File: config.mk
export PLATFORM = sky130hd
export DESIGN_NAME = mips_muldiv_ctrl
export DESIGN_NICKNAME = d
export VERILOG_FILES = /design/src/rtl/mips_muldiv_ctrl.sv
export SDC_FILE = /design/constraint.sdc
export NUM_CORES = 1
export LEC_CHECK = 0
export ABC_CLOCK_PERIOD_IN_PS = 4160
export BUFFER_PORTS_ARGS = -buffer_cell sky130_fd_sc_hd__clkbuf_2
export CORE_AREA = 4 4 149 151
export CTS_CLUSTER_SIZE = 24
export DETAILED_ROUTE_END_ITERATION = 10
export DIE_AREA = 0 0 153 155
export PLACE_DENSITY = 0.79
export REMOVE_ABC_BUFFERS = 1
export SYNTH_ARGS = -nofsm -noshare
export SYNTH_HDL_FRONTEND = slang
export SYNTH_SLANG_ARGS = --single-unit
File: constraint.sdc
create_clock -name clk -period 4.16 [get_ports clk]
set_clock_uncertainty 0.1 [all_clocks]
set_input_delay 0.416 -clock clk [delete_from_list [all_inputs] [get_ports clk]]
set_output_delay 0.416 -clock clk [all_outputs]
set_load 0.005 [all_outputs]
File: src/rtl/mips_muldiv_ctrl.sv
// mips_muldiv_ctrl: MIPS HI/LO multiply/divide unit controller.
//   Iterative shift-add multiply and restoring divide, one bit per cycle
//   (32 cycles), plus MTHI/MTLO writes and MFHI/MFLO reads with stall.
// Ports:
//   clk, rst_n            clock, async active-low reset
//   op_valid/op_ready     operation handshake; op_code/src_a/src_b captured on accept
//   rd_req/rd_sel         HI/LO read request (rd_sel 1 = HI, 0 = LO)
//   rd_data               combinational HI/LO read data
//   stall                 read requested while an operation is in flight
//   busy                  MUL/DIV/FIX/DZ in progress
//   div_zero              one-cycle pulse on divide by zero
// Build option: define MIPS_MULDIV_SIGNED_EN to make MULT/DIV signed
//   (adds a FIX cycle that applies result signs); otherwise they run unsigned.
module mips_muldiv_ctrl #(
    parameter int WIDTH = 32
) (
    input  logic             clk,
    input  logic             rst_n,
    input  logic             op_valid,
    output logic             op_ready,
    input  logic [2:0]       op_code,
    input  logic [WIDTH-1:0] src_a,
    input  logic [WIDTH-1:0] src_b,
    input  logic             rd_req,
    input  logic             rd_sel,
    output logic [WIDTH-1:0] rd_data,
    output logic             stall,
    output logic             busy,
    output logic             div_zero
);

    localparam int CW = $clog2(WIDTH);
    localparam logic [CW-1:0] LAST = CW'(WIDTH - 1);

    localparam logic [2:0] OP_MULTU = 3'b000;
    localparam logic [2:0] OP_DIVU  = 3'b001;
    localparam logic [2:0] OP_MULT  = 3'b010;
    localparam logic [2:0] OP_DIV   = 3'b011;
    localparam logic [2:0] OP_MTHI  = 3'b100;
    localparam logic [2:0] OP_MTLO  = 3'b101;

    typedef enum logic [2:0] {
        IDLE = 3'd0,
        MUL  = 3'd1,
        DIV  = 3'd2,
        DZ   = 3'd3
`ifdef MIPS_MULDIV_SIGNED_EN
        , FIX = 3'd4
`endif
    } state_t;

    state_t             state, state_nxt;
    logic [WIDTH-1:0]   hi, lo, opnd;
    logic [2*WIDTH-1:0] acc, mul_next, div_next;
    logic [WIDTH:0]     mul_sum, div_shift, div_diff;
    logic [CW-1:0]      cnt;
    logic               accept, is_mul, is_div, last_step, sgn;
    logic [WIDTH-1:0]   a_mag, b_mag;

`ifdef MIPS_MULDIV_SIGNED_EN
    logic op_sgn, neg_q, neg_r, fix_div;
`else
    assign sgn = 1'b0;
`endif

    // Operand decode and magnitude conversion
    always_comb begin
        accept    = op_valid && (state == IDLE);
        is_mul    = (op_code == OP_MULTU) || (op_code == OP_MULT);
        is_div    = (op_code == OP_DIVU) || (op_code == OP_DIV);
        last_step = (cnt == LAST);
`ifdef MIPS_MULDIV_SIGNED_EN
        op_sgn = op_code[1] && (is_mul || is_div);
        a_mag  = (op_sgn && src_a[WIDTH-1]) ? -src_a : src_a;
        b_mag  = (op_sgn && src_b[WIDTH-1]) ? -src_b : src_b;
`else
        a_mag  = src_a;
        b_mag  = src_b;
`endif
    end

    // acc is shared: {partial product, multiplier} while multiplying,
    // {partial remainder, dividend/quotient} while dividing.
    always_comb begin
        mul_sum   = {1'b0, acc[2*WIDTH-1:WIDTH]} + (acc[0] ? {1'b0, opnd} : '0);
        mul_next  = {mul_sum, acc[WIDTH-1:1]};
        div_shift = {acc[2*WIDTH-1:WIDTH], acc[WIDTH-1]};
        div_diff  = div_shift - {1'b0, opnd};
        div_next  = div_diff[WIDTH] ? {div_shift[WIDTH-1:0], acc[WIDTH-2:0], 1'b0}
                                    : {div_diff[WIDTH-1:0],  acc[WIDTH-2:0], 1'b1};
    end

    always_ff @(posedge clk or negedge rst_n) begin
        if (!rst_n) state <= IDLE;
        else        state <= state_nxt;
    end

    always_comb begin
        state_nxt = state;
        case (state)
            IDLE: begin
                if (accept) begin
                    if (is_mul)      state_nxt = MUL;
                    else if (is_div) state_nxt = (src_b == '0) ? DZ : DIV;
                end
            end
            MUL, DIV: begin
                if (last_step) begin
`ifdef MIPS_MULDIV_SIGNED_EN
                    state_nxt = sgn ? FIX : IDLE;
`else
                    state_nxt = IDLE;
`endif
                end
            end
`ifdef MIPS_MULDIV_SIGNED_EN
            FIX:     state_nxt = IDLE;
`endif
            DZ:      state_nxt = IDLE;
            default: state_nxt = IDLE;
        endcase
        op_ready = (state == IDLE);
        busy     = (state != IDLE);
        div_zero = (state == DZ);
        stall    = rd_req && busy;
        rd_data  = rd_sel ? hi : lo;
    end

    always_ff @(posedge clk or negedge rst_n) begin
        if (!rst_n) begin
            hi   <= '0;
            lo   <= '0;
            acc  <= '0;
            opnd <= '0;
            cnt  <= '0;
`ifdef MIPS_MULDIV_SIGNED_EN
            sgn     <= 1'b0;
            neg_q   <= 1'b0;
            neg_r   <= 1'b0;
            fix_div <= 1'b0;
`endif
        end else begin
            case (state)
                IDLE: begin
                    if (accept) begin
                        cnt <= '0;
                        if (op_code == OP_MTHI) begin
                            hi <= src_a;
                        end else if (op_code == OP_MTLO) begin
                            lo <= src_a;
                        end else if (is_mul) begin
                            acc  <= {{WIDTH{1'b0}}, b_mag};
                            opnd <= a_mag;
                        end else if (is_div) begin
                            acc  <= {{WIDTH{1'b0}}, a_mag};
                            opnd <= b_mag;
                        end
`ifdef MIPS_MULDIV_SIGNED_EN
                        sgn     <= op_sgn;
                        fix_div <= is_div;
                        neg_q   <= op_sgn && (src_a[WIDTH-1] ^ src_b[WIDTH-1]);
                        neg_r   <= op_sgn && src_a[WIDTH-1];
`endif
                    end
                end
                MUL: begin
                    acc <= mul_next;
                    cnt <= cnt + CW'(1);
                    if (last_step && !sgn) {hi, lo} <= mul_next;
                end
                DIV: begin
                    acc <= div_next;
                    cnt <= cnt + CW'(1);
                    if (last_step && !sgn) begin
                        hi <= div_next[2*WIDTH-1:WIDTH];
                        lo <= div_next[WIDTH-1:0];
                    end
                end
`ifdef MIPS_MULDIV_SIGNED_EN
                FIX: begin
                    if (fix_div) begin
                        lo <= neg_q ? -acc[WIDTH-1:0] : acc[WIDTH-1:0];
                        hi <= neg_r ? -acc[2*WIDTH-1:WIDTH] : acc[2*WIDTH-1:WIDTH];
                    end else begin
                        {hi, lo} <= neg_q ? -acc : acc;
                    end
                end
`endif
                default: ;
            endcase
        end
    end

endmodule

==> impl_metrics.ini <==
[drt]
dr_total_vias = 12080
drt_iter0_drc = 1364
routed_wl_um = 39980
via_per_inst = 6.706
drt_pass1_iterations = 6
ant_nets = 0
drcViolationCount = 0
wl_per_cell_um = 22.19

[logic_synthesis]
synth_area_leader_cell = dfrtp_1
synth_top_area_frac = 0.3327
synthArstFlopShare = 1.000
synth-edff-count = 0
yosysSeqAreaShare = 0.3327
synth_cell_type_count = 69
syn_inst = 1473
synth_ff_type = dfrtp_1
synth_seq_cells = 167
yosys_warnings = 0
syn-cell-area_um2 = 12560
ys_top_cells_by_area = dfrtp_1 (33%), ha_1 (7.0%), nand2_1 (5.9%), o21ai_0 (4.3%), o31ai_1 (4.2%)
syn_area_per_cell_um2 = 8.528

[critical_path]
cp-end-kind = flip-flop
crit_type = flip-flop to flip-flop
crit_fanout = 36
required_ps = 4340
worstPathArrival_ps = 4150
start_kind = flip-flop

[cts]
hold_buffers = 0
h-tree-depth = 4
cts_setup_buffers = 0
clockBufferDepth = 2
clkSinkCount = 167
tritoncts = yes
cts_root_buf = clkbuf_16
clk_pin_slew_ps = 70
cts_buffers = 17
clk_latency_ps = 430
cts_resized = 0

[sta]
relSlewSlack = 0.2811
finalHoldViolations = 0
setup_slack_ps = 185.1
worst_slew_pin_slew_ps = 1078
slew_violations = 0
fin_crit_sh = 0.9555
layout_min_cycle_time_ps = 3975
setup_viol = 0
grt_setup_unrepaired = false
fmaxAchievable_mhz = 251.6

[die]
core_area_um2 = 20820
row_count = 53
dieArea_um2 = 23720
die_y_um = 155
start_util = 0.6033
fp.dieW_um = 153
num_io_pins = 108

[cells_and_area]
fin_nets = 1658
fillCellCount = 1786
area_delta_synth_final_pct = 10.22
diodes = 0
final_layout_size_suffix_gt1_frac = 0.1454
final_cells = 1802

[pwr]
leakage_nw = 6.257
pwr-share-comb = 0.567
power_density_nw_per_um2 = 753.2
intPower_mw = 5.382
sequentialPowerShare = 0.278
ir_worst_vdd_mv = 1.148
switching_power_mw = 5.047
sw_frac_of_total = 0.4839
clkPwrFrac = 0.155

[global_route]
grt_pass1_wl_um = 63160
overflow = 0
grt_max_degree = 106
grt_usage = 0.3310
first_global_vias = 11380
antenna_found_initial = 0

[placed_design]
placed_cells = 1770
port_buffers = 107
dp_hpwl_um = 28420
gp_congestion = 1.030
dpl_worst_slack_ps = 305.5

[status]
status = complete, no violations

[min_path]
hold_class = primary input to asynchronous set/reset pin

[flow_run]
maxCapViolations = 0
-- flip-flops by register name (all words and copies together), names as in the netlist --
| name | count |
|---|---|
| acc | 64 |
| hi | 32 |
| lo | 32 |
| opnd | 32 |
| cnt | 5 |
| state | 2 |
-- per-layer routing --
layer	track usage	wire, um	up-vias
met5	0	0	-
met4	0.09928	1095	0
met3	0.06565	4263	86
met2	0.4837	17060	671
met1	0.4988	17560	5825
li1	-	-	5502
-- final cells by class --
class / instances / area, um^2 / area share
sequential: 167 / 4179 / 0.3018
tap: 275 / 344.1 / 0.02485
multi-input combinational: 1144 / 7786 / 0.5624
clock buffer: 20 / 446.7 / 0.03226
inverter: 59 / 221.5 / 0.01599
timing repair buffer: 125 / 726.9 / 0.05250
clock inverter: 12 / 141.4 / 0.01021
-- layout by cell type (no fill, tap or decap), types with 5 or more instances in the layout --
cell type	count
a22oi_1	18
buf_4	14
nor4_1	8
nor2_1	95
a221oi_1	52
mux2i_1	39
o21a_1	5
clkbuf_16	17
clkbuf_2	106
a211oi_1	42
inv_1	59
a21o_1	25
xnor2_1	37
o31ai_1	70
nor2b_1	36
nand2b_1	9
nand3_1	7
o211ai_1	7
xor2_1	18
nand4_1	18
o21bai_1	9
a21oi_1	76
o21ai_0	109
mux2_2	46
nor3_1	6
a31oi_1	20
o22ai_1	6
a22o_1	6
dfrtp_1	167
and3_1	8
clkinvlp_4	5
and2_1	35
nand2_1	198
ha_1	67
mux2_1	8
-- cell usage after synthesis (7+ instances only) --
master / number
nand2_1: 198
dfrtp_1: 167
o21ai_0: 109
nor2_1: 96
clkbuf_1: 85
a21oi_1: 76
ha_1: 70
o31ai_1: 70
inv_1: 59
a221oi_1: 52
mux2_2: 46
a211oi_1: 42
mux2i_1: 39
xnor2_1: 37
and2_1: 36
nor2b_1: 36
a21o_1: 25
a31oi_1: 20
a22oi_1: 18
nand4_1: 18
xor2_1: 18
buf_1: 14
nand2b_1: 10
o21bai_1: 9
and3_1: 8
mux2_1: 8
nor4_1: 8
nand3_1: 7
o211ai_1: 7
-- cell families after synthesis --
family / Yosys count / synth area share
AOI/OAI and AO/OA: 490 / 0.2671
xor gates and xnor gates: 56 / 0.04054
adders and majority gates: 72 / 0.07291
buffers and inverters: 162 / 0.05030
DFF: 167 / 0.3327
muxes: 93 / 0.07948
and+or+nand+nor: 433 / 0.1570
-- final timing paths --
check	endpoint	slack [ps]	from	cells after the start
max	hi[23]$_DFFE_PN0P_	190	acc[31]$_DFFE_PN0P_	15
max in group asynchronous	opnd[25]$_DFFE_PN0P_	3020	rst_n	2
min reg2reg	lo[13]$_DFFE_PN0P_	370	lo[13]$_DFFE_PN0P_	2
max reg2reg	hi[23]$_DFFE_PN0P_	190	acc[31]$_DFFE_PN0P_	15
min in group clk	lo[29]$_DFFE_PN0P_	190	src_a[29]	3
min	lo[3]$_DFFE_PN0P_	30	rst_n	1
-- power groups by stage --
stage | logic (mW) | registers [mW] | clock network (mW)
detailed placement | 5.73 | 2.88 | 0
floorplan | 4.01 | 2.66 | 0
global route | 6.42 | 2.95 | 1.69
global placement | 5.67 | 2.87 | 0
finish | 5.91 | 2.90 | 1.62
CTS | 5.79 | 2.86 | 1.61
-- critical path: stages (launching register included) --
cell	delay, ps
dfrtp_1	380
inv_1	90
ha_1	170
inv_1	60
fa_1	410
a211oi_1	340
o21a_1	320
a2111oi_0	130
nand2b_1	200
a21oi_2	260
o21ai_4	100
xor2_4	160
buf_12	260
mux2_1	350
a22oi_1	340
a221oi_2	130
-- per-stage QoR --
step                      TNS (ps)  instance area (um^2)  hold WS [ps]  power, mW  utilization
after floorplan             -56460                 12150         20.41      6.668            -
after global placement           0                 13260         356.2      8.537       0.6367
after detailed placement         0                 13260         362.4      8.608       0.6367
after CTS                        0                 13850         52.03      10.27       0.6649
after global routing             0                 13850         99.89      11.06       0.6649
final                            0                 13850         25.62      10.43       0.6649
Power figures use the tool's default switching activity.
